`src/rtl/flush_ctrl_if.sv`:
```
// Event, instruction-bus and redirect signals of flush_ctrl; master drives events, slave is the sequencer.
interface flush_ctrl_if;
    logic        ws_ex_taken;
    logic        ws_tlb_flush;
    logic [31:0] ex_target;
    logic [31:0] refetch_pc;
    logic        br_taken;
    logic [31:0] br_target;
    logic        inst_req_hs;
    logic        inst_resp;
    logic        redirect_ready;
    logic        flush_out;
    logic        fe_cancel;
    logic        fetch_stall;
    logic        discard_resp;
    logic        redirect_valid;
    logic [31:0] redirect_pc;
    logic        busy;
`ifdef FLUSH_CTRL_PERF_EN
    logic [31:0] perf_flush_cnt;
    logic [31:0] perf_drain_cyc;
`endif

    modport master (
        output ws_ex_taken, ws_tlb_flush, ex_target, refetch_pc,
        output br_taken, br_target, inst_req_hs, inst_resp, redirect_ready,
`ifdef FLUSH_CTRL_PERF_EN
        input  perf_flush_cnt, perf_drain_cyc,
`endif
        input  flush_out, fe_cancel, fetch_stall, discard_resp,
        input  redirect_valid, redirect_pc, busy
    );

    modport slave (
        input  ws_ex_taken, ws_tlb_flush, ex_target, refetch_pc,
        input  br_taken, br_target, inst_req_hs, inst_resp, redirect_ready,
`ifdef FLUSH_CTRL_PERF_EN
        output perf_flush_cnt, perf_drain_cyc,
`endif
        output flush_out, fe_cancel, fetch_stall, discard_resp,
        output redirect_valid, redirect_pc, busy
    );
endinterface

```
`src/rtl/flush_ctrl.sv`:
```
// Flush/redirect sequencer: drains stale inst responses, then presents one redirect PC (FLUSH_CTRL_PERF_EN adds perf counters).
// Latency: event to redirect_valid is 1 cycle, plus one cycle per outstanding response to discard.
// Backpressure: redirect held until redirect_ready; fetch_stall blocks requests while busy or at OUTSTANDING_MAX.
module flush_ctrl #(
    parameter int OUTSTANDING_MAX = 4,
    parameter int CNT_W           = 3
) (
    input  logic       clk,
    input  logic       resetn,
    flush_ctrl_if.slave bus
);

    typedef enum logic [1:0] {
        IDLE     = 2'd0,
        DRAIN    = 2'd1,
        REDIRECT = 2'd2
    } state_t;

    state_t           state;
    logic [CNT_W-1:0] outstanding;
    logic [CNT_W-1:0] outstanding_nxt;
    logic [CNT_W-1:0] discard_cnt;
    logic [31:0]      target;
    logic [31:0]      event_target;
    logic             flush_q;
    logic             cancel_q;
    logic             resp_ok;
    logic             wb_event;
    logic             br_event;
    logic             any_event;

    // A response with nothing in flight is spurious and must not underflow the counter.
    assign resp_ok   = bus.inst_resp & (outstanding != '0);
    assign wb_event  = bus.ws_ex_taken | bus.ws_tlb_flush;
    assign br_event  = bus.br_taken & (state == IDLE);
    assign any_event = wb_event | br_event;

    always_comb begin
        outstanding_nxt = outstanding;
        if (bus.inst_req_hs && !resp_ok)
            outstanding_nxt = outstanding + CNT_W'(1);
        else if (!bus.inst_req_hs && resp_ok)
            outstanding_nxt = outstanding - CNT_W'(1);
    end

    always_comb begin
        event_target = bus.br_target;
        if (bus.ws_ex_taken)
            event_target = bus.ex_target;
        else if (bus.ws_tlb_flush)
            event_target = bus.refetch_pc;
    end

    always_ff @(posedge clk or negedge resetn) begin
        if (!resetn) begin
            state       <= IDLE;
            outstanding <= '0;
            discard_cnt <= '0;
            target      <= '0;
            flush_q     <= 1'b0;
            cancel_q    <= 1'b0;
        end else begin
            outstanding <= outstanding_nxt;
            flush_q     <= wb_event;
            cancel_q    <= any_event;
            // Everything still in flight after this edge belongs to the abandoned stream.
            if (any_event) begin
                target      <= event_target;
                discard_cnt <= outstanding_nxt;
                state       <= (outstanding_nxt != '0) ? DRAIN : REDIRECT;
            end else begin
                case (state)
                    DRAIN: begin
                        if (bus.inst_resp) begin
                            discard_cnt <= discard_cnt - CNT_W'(1);
                            if (discard_cnt == CNT_W'(1))
                                state <= REDIRECT;
                        end
                    end
                    REDIRECT: begin
                        if (bus.redirect_ready)
                            state <= IDLE;
                    end
                    default: ;
                endcase
            end
        end
    end

    assign bus.flush_out      = flush_q;
    assign bus.fe_cancel      = cancel_q;
    assign bus.busy           = (state != IDLE);
    assign bus.fetch_stall    = (state != IDLE) | (outstanding == CNT_W'(OUTSTANDING_MAX));
    assign bus.discard_resp   = bus.inst_resp & (state == DRAIN);
    assign bus.redirect_valid = (state == REDIRECT);
    assign bus.redirect_pc    = target;

`ifdef FLUSH_CTRL_PERF_EN
    logic [31:0] perf_flush_cnt_q;
    logic [31:0] perf_drain_cyc_q;

    always_ff @(posedge clk or negedge resetn) begin
        if (!resetn) begin
            perf_flush_cnt_q <= '0;
            perf_drain_cyc_q <= '0;
        end else begin
            if (wb_event)
                perf_flush_cnt_q <= perf_flush_cnt_q + 32'd1;
            if (state == DRAIN)
                perf_drain_cyc_q <= perf_drain_cyc_q + 32'd1;
        end
    end

    assign bus.perf_flush_cnt = perf_flush_cnt_q;
    assign bus.perf_drain_cyc = perf_drain_cyc_q;
`endif

endmodule

```
`src/flat_wrapper.sv`:
```
// flat-port wrapper written by rule: the top's interface ports become plain ports
module flush_ctrl_flat 
#(
    parameter int OUTSTANDING_MAX = 4,
    parameter int CNT_W           = 3
)
  (clk, resetn, bus_ws_ex_taken, bus_ws_tlb_flush, bus_ex_target, bus_refetch_pc, bus_br_taken, bus_br_target, bus_inst_req_hs, bus_inst_resp, bus_redirect_ready, bus_flush_out, bus_fe_cancel, bus_fetch_stall, bus_discard_resp, bus_redirect_valid, bus_redirect_pc, bus_busy);
  flush_ctrl_if bus_i ();
  input  logic clk;
  input  logic resetn;
  input wire logic [$bits(bus_i.ws_ex_taken)-1:0] bus_ws_ex_taken;
  input wire logic [$bits(bus_i.ws_tlb_flush)-1:0] bus_ws_tlb_flush;
  input wire logic [$bits(bus_i.ex_target)-1:0] bus_ex_target;
  input wire logic [$bits(bus_i.refetch_pc)-1:0] bus_refetch_pc;
  input wire logic [$bits(bus_i.br_taken)-1:0] bus_br_taken;
  input wire logic [$bits(bus_i.br_target)-1:0] bus_br_target;
  input wire logic [$bits(bus_i.inst_req_hs)-1:0] bus_inst_req_hs;
  input wire logic [$bits(bus_i.inst_resp)-1:0] bus_inst_resp;
  input wire logic [$bits(bus_i.redirect_ready)-1:0] bus_redirect_ready;
  output wire logic [$bits(bus_i.flush_out)-1:0] bus_flush_out;
  output wire logic [$bits(bus_i.fe_cancel)-1:0] bus_fe_cancel;
  output wire logic [$bits(bus_i.fetch_stall)-1:0] bus_fetch_stall;
  output wire logic [$bits(bus_i.discard_resp)-1:0] bus_discard_resp;
  output wire logic [$bits(bus_i.redirect_valid)-1:0] bus_redirect_valid;
  output wire logic [$bits(bus_i.redirect_pc)-1:0] bus_redirect_pc;
  output wire logic [$bits(bus_i.busy)-1:0] bus_busy;
  assign bus_i.ws_ex_taken = bus_ws_ex_taken;
  assign bus_i.ws_tlb_flush = bus_ws_tlb_flush;
  assign bus_i.ex_target = bus_ex_target;
  assign bus_i.refetch_pc = bus_refetch_pc;
  assign bus_i.br_taken = bus_br_taken;
  assign bus_i.br_target = bus_br_target;
  assign bus_i.inst_req_hs = bus_inst_req_hs;
  assign bus_i.inst_resp = bus_inst_resp;
  assign bus_i.redirect_ready = bus_redirect_ready;
  assign bus_flush_out = bus_i.flush_out;
  assign bus_fe_cancel = bus_i.fe_cancel;
  assign bus_fetch_stall = bus_i.fetch_stall;
  assign bus_discard_resp = bus_i.discard_resp;
  assign bus_redirect_valid = bus_i.redirect_valid;
  assign bus_redirect_pc = bus_i.redirect_pc;
  assign bus_busy = bus_i.busy;
  flush_ctrl #(.OUTSTANDING_MAX(OUTSTANDING_MAX), .CNT_W(CNT_W)) u_core (.clk(clk), .resetn(resetn), .bus(bus_i));
endmodule
```
`config.mk`:
```
export PLATFORM = sky130hd
export DESIGN_NAME = flush_ctrl_flat
export DESIGN_NICKNAME = d
export VERILOG_FILES = /design/src/rtl/flush_ctrl_if.sv /design/src/rtl/flush_ctrl.sv /design/src/flat_wrapper.sv
export SDC_FILE = /design/constraint.sdc
export NUM_CORES = 1
export LEC_CHECK = 0
export ABC_CLOCK_PERIOD_IN_PS = 3900
export CAP_MARGIN = 10
export CORE_MARGIN = 5
export CORE_UTILIZATION = 30
export DETAILED_ROUTE_END_ITERATION = 8
export PLACE_DENSITY = 0.63
export SLEW_MARGIN = 20
export SYNTH_ARGS = -nofsm -noshare
export SYNTH_HDL_FRONTEND = slang
export SYNTH_SLANG_ARGS = --single-unit
```
`constraint.sdc`:
```
create_clock -name clk -period 3.9 [get_ports clk]
set_clock_uncertainty 0.1 [all_clocks]
set_input_delay 0.78 -clock clk [delete_from_list [all_inputs] [get_ports clk]]
set_output_delay 0.78 -clock clk [all_outputs]
set_load 0.02 [all_outputs]
```
Yosys cells after proc, flatten, opt, wreduce, memory -nomap -nowiden
Index checks and enable logic that the tools add are counted.
{"block": "classes", "eq_ne": 7, "bitwise": 6, "muxes": 13, "n_addsub": 3, "reduce_logical": 13}
{"cell": "two-way mux 32 bit", "count": 2}
{"cell": "two-way mux 3 bit", "count": 5}
{"cell": "two-way mux 2 bit", "count": 5}
{"cell": "nonzero test 3 bit", "count": 3}
{"cell": "!= test 3 x 2 -> 1 bit (second input constant)", "count": 2}
{"cell": "nonzero test 2 bit", "count": 3}
{"cell": "subtractor 3 x 1 -> 3 bit (second input constant)", "count": 2}
{"cell": "case mux 2 bit (2 select lines)", "count": 1}
{"cell": "AND reduction 4 bit", "count": 1}
{"cell": "adder 3 x 1 -> 3 bit (second input constant)", "count": 1}
{"cell": "AND 1 bit", "count": 3}
{"cell": "equality test 3 x 1 -> 1 bit (second input constant)", "count": 1}
{"cell": "equality test 3 bit (second input constant)", "count": 1}
{"cell": "!= test 3 x 1 -> 1 bit (second input constant)", "count": 1}
{"cell": "bitwise OR 1 bit", "count": 3}
{"cell": "equality test 2 x 1 -> 1 bit (second input constant)", "count": 1}
{"cell": "equality test 2 bit (second input constant)", "count": 1}
{"cell": "logical AND 1 bit", "count": 2}
{"cell": "zero test 1 bit", "count": 2}
{"cell": "zero test 2 bit", "count": 1}
{"cell": "AND reduction 2 bit", "count": 1}
{"block": "word_totals", "regBits": 42, "in_bits": 104, "out_inout_bits": 38, "elab_cells": 48}

Logic depth before layout (Yosys ltp)
{"block": "logic_depth", "depth_word": 8, "mapped_depth": 8, "mapped_depth_nobuf": 6}

Worst setup path after synthesis
Ideal clock, no wire load.
{"block": "synth_timing", "path_kind": "input to output", "startpoint": "input bus_inst_resp", "endpoint": "output bus_discard_resp", "required_ps": 3020, "setup_slack_ps": 1804, "n_path_buf": 2, "arrival_time_ps": 1216, "stages": 3, "path_cell_list": "buf_6 > and3b_1 > buf_2"}
{"block": "synth_via", "elab_chain_cells": 1}
{"item": "start, declared", "line_no": "flat_wrapper.sv:18", "source": "input wire logic [$bits(bus_i.inst_resp)-1:0] bus_inst_resp;"}
{"item": "AND 1 bit", "line_no": "flush_ctrl.sv:94", "source": "assign bus.discard_resp = bus.inst_resp & (state == DRAIN);"}
{"item": "end, declared", "line_no": "flat_wrapper.sv:23", "source": "output wire logic [$bits(bus_i.discard_resp)-1:0] bus_discard_resp;"}
Every way passes these cells.

Final worst setup path
Same ends and word-level chain as after synthesis.

==> flow_summary.toml <==
[floorplanning]
io_pins = 142
die_y_um = 101
start_util_pct = 30.4
die_w_um = 101
fp-row-count = 33
coreArea_mm2 = 0.00809
dieArea_mm2 = 0.0101

[synthesis]
synthDistinctLibCells = 38
synthFlopType = "dfrtp_1"
synth-compound-area-share_pct = 17.7
syn_area_per_cell_um2 = 8.88
netlist_instances = 277
synth-seq-cells = 42
ys_seq_area_share_pct = 42.7
yosys_warnings = 0
synth_top_family_by_area = "compound AO/OA/AOI/OAI gates"
netlist_area_mm2 = 0.00246
synth_xor_area_share_pct = 1.42
synthMuxAreaShare_pct = 13.9
synth-async-reset-ratio_pct = 100
synth_simple_gate_area_share_pct = 15.1
syn_nets = 386
synthAdderAreaFrac_pct = 2.54
synth_edf_count = 0

[setup_path]
critical_path.slowest_cell = "clkdlybuf4s50_1"
ff2ff_path_depth = 6
path_cells = "clkdlybuf4s50_1 > and3b_1 > clkdlybuf4s50_1"
cp-start-kind = "input port"
cp_max_fo = 9
cp-end-kind = "primary output"
cp_data_arrival_time_ns = 2.37
path_class = "in -> out"
cp_common_cell = "clkdlybuf4s50_1"
worst_ep_required_time_ns = 3.02
cp_slowest_stage_delay_ns = 0.64

[routing]
drt_iter0_markers = 60
avgRoutedWirePerCell_um = 12.9
viasPerCell = 4.49
drtPass1Iterations = 4
ant_nets = 0
drcViolationCount = 0
drt_wl_total_um = 6640
dr_total_vias = 2311

[clocking]
cts_inserted_buffers = 5
cts_resized = 0
ctsHoldBuffers = 0
cts_tree = "done"
insertion_delay_ns = 0.29
clockBufferDepth = 2
htree_levels = 2
clkTransAtPathRegs_ns = 0.08
cts_root_buf = "clkbuf_8"
cts_sinks = 42
postCtsSetupRepairBufs = 0

[placed_design]
placed_cell_area_mm2 = 0.00389
io_buffers = 141
pre_cts_ws_ns = 0.654
dpl.hpwl_um = 5270
gp_congestion = 0.738

[sta]
finalHoldViolCount = 0
maxSlewHeadroom_pct = 59.9
rsz0062_at_grt = "false"
fin_crit_sh_pct = 83.2
drv_slew = 0
tns_ns = 0
finalSetupViolations = 0
period_minus_slack_ns = 3.25
fmax_mhz = 308
setup_ws_ns = 0.654
worst_pin_slew_ns = 0.601

[cells_and_area]
n_antenna_cell = 0
layout_common_cells = "clkdlybuf4s50_1, dfrtp_1, nand2_1, nor2_1, o21ai_0"
nets = 518
regArea_mm2 = 0.00105
layout-area-overhead-vs-synth_pct = 62.1
fill_cells = 809
postLayoutCellArea_mm2 = 0.00399
drive_gt1_share_pct = 6.34
multiInputGateArea_mm2 = 0.00125
final_common_cell = "clkdlybuf4s50_1"

[power_and_ir_drop]
p_leak_uw = 0.00167
power_density_mw_per_mm2 = 378
irDropWorstVdd_v = 0.000147

[grt]
grt_util_all_layers_pct = 13.3
grt_pass1_vias = 2336
antenna_found_initial = 0
grt_max_degree = 65
grt_overflow_total = 0
grt_pass1_wl_um = 10800

[flow_run]
maxCapViolCount = 0

[hold_path]
hp-class = "in -> async"

[outcome]
outcome = "finished, final reports clean"
==> area by class of cell <==
type	count	share of cell area, %
inverter	8	0.753
tap	105	3.30
clock buffer	7	2.17
clock inverter	1	0.126
timing repair buffer	146	36.0
sequential	42	26.4
multi-input combinational	206	31.3
==> state kept, by name, summed over array words and instances (netlist names) <==
| signal | flops |
|---|---|
| u_core.discard_cnt | 3 |
| u_core.bus.flush_out | 1 |
| u_core.bus.fe_cancel | 1 |
| u_core.outstanding | 3 |
| u_core.state | 2 |
| u_core.bus.redirect_pc | 32 |
==> cell families after synthesis <==
family                     count (synthesis)
muxes                                     34
buffers and inverters                     29
and+or+nand+nor                           87
adders and majority gates                  5
AOI/OAI and AO/OA                         76
DFF                                       42
xor gates and xnor gates                   4
==> per-layer routing <==
metal / GRT usage (%) / vias up / wire [um]
li1: - / 1207 / -
met1: 15.7 / 1018 / 2600
met2: 22.0 / 79 / 3310
met3: 6.30 / 7 / 649
met4: 3.11 / 0 / 74
met5: 0 / - / 0
==> critical path, delay by kind of cell <==
kind | cells | cell delay [ns]
AND/OR/NAND/NOR | 1 | 0.31
buffers and inverters | 2 | 1.28
==> synthesized netlist by cell type (2+ instances only) <==
master | number | area, um^2
nor2_1 | 35 | 131
inv_1 | 7 | 26.3
buf_6 | 4 | 45.0
mux2_2 | 2 | 22.5
buf_2 | 7 | 35.0
nand2_1 | 40 | 150
dfrtp_1 | 42 | 1050
clkbuf_2 | 2 | 10.0
o21ai_0 | 33 | 165
nand2b_1 | 3 | 18.8
a21oi_1 | 32 | 160
buf_1 | 2 | 7.51
nor2b_1 | 2 | 12.5
buf_4 | 3 | 22.5
ha_1 | 5 | 62.6
clkbuf_1 | 3 | 11.3
mux2i_1 | 32 | 320
xnor2_1 | 3 | 26.3
==> power breakdown <==
group | switching, uW | internal [uW] | leakage, uW
Clock | 141 | 143 | 0.0000482
Sequential | 57.5 | 522 | 0.000504
Combinational | 308 | 336 | 0.00111
==> metrics by stage <==
stage / total power [uW] / instances / hold WS (ns) / utilization, %
floorplan: 950 / 277 / 0.384 / -
global placement: 1230 / 507 / 0.361 / 48.1
detailed placement: 1240 / 507 / 0.370 / 48.1
CTS: 1540 / 515 / 0.388 / 49.2
global route: 1620 / 515 / 0.410 / 49.3
finish: 1510 / 515 / 0.373 / 49.3
==> final timing paths <==
path	from	end	slack [ns]
worst min-delay path	resetn	u_core.outstanding[0]	0.37
worst min register to register	u_core.bus.redirect_pc[7]	u_core.bus.redirect_pc[7]	0.38
worst max register to register	u_core.outstanding[1]	u_core.state[0]	2.12
max in group asynchronous	resetn	u_core.bus.redirect_pc[0]	2.96
worst max-delay path	bus_inst_resp	bus_discard_resp	0.65
min in group clk	u_core.bus.redirect_pc[7]	u_core.bus.redirect_pc[7]	0.38
No activity file was read; power rests on OpenSTA's default activity.
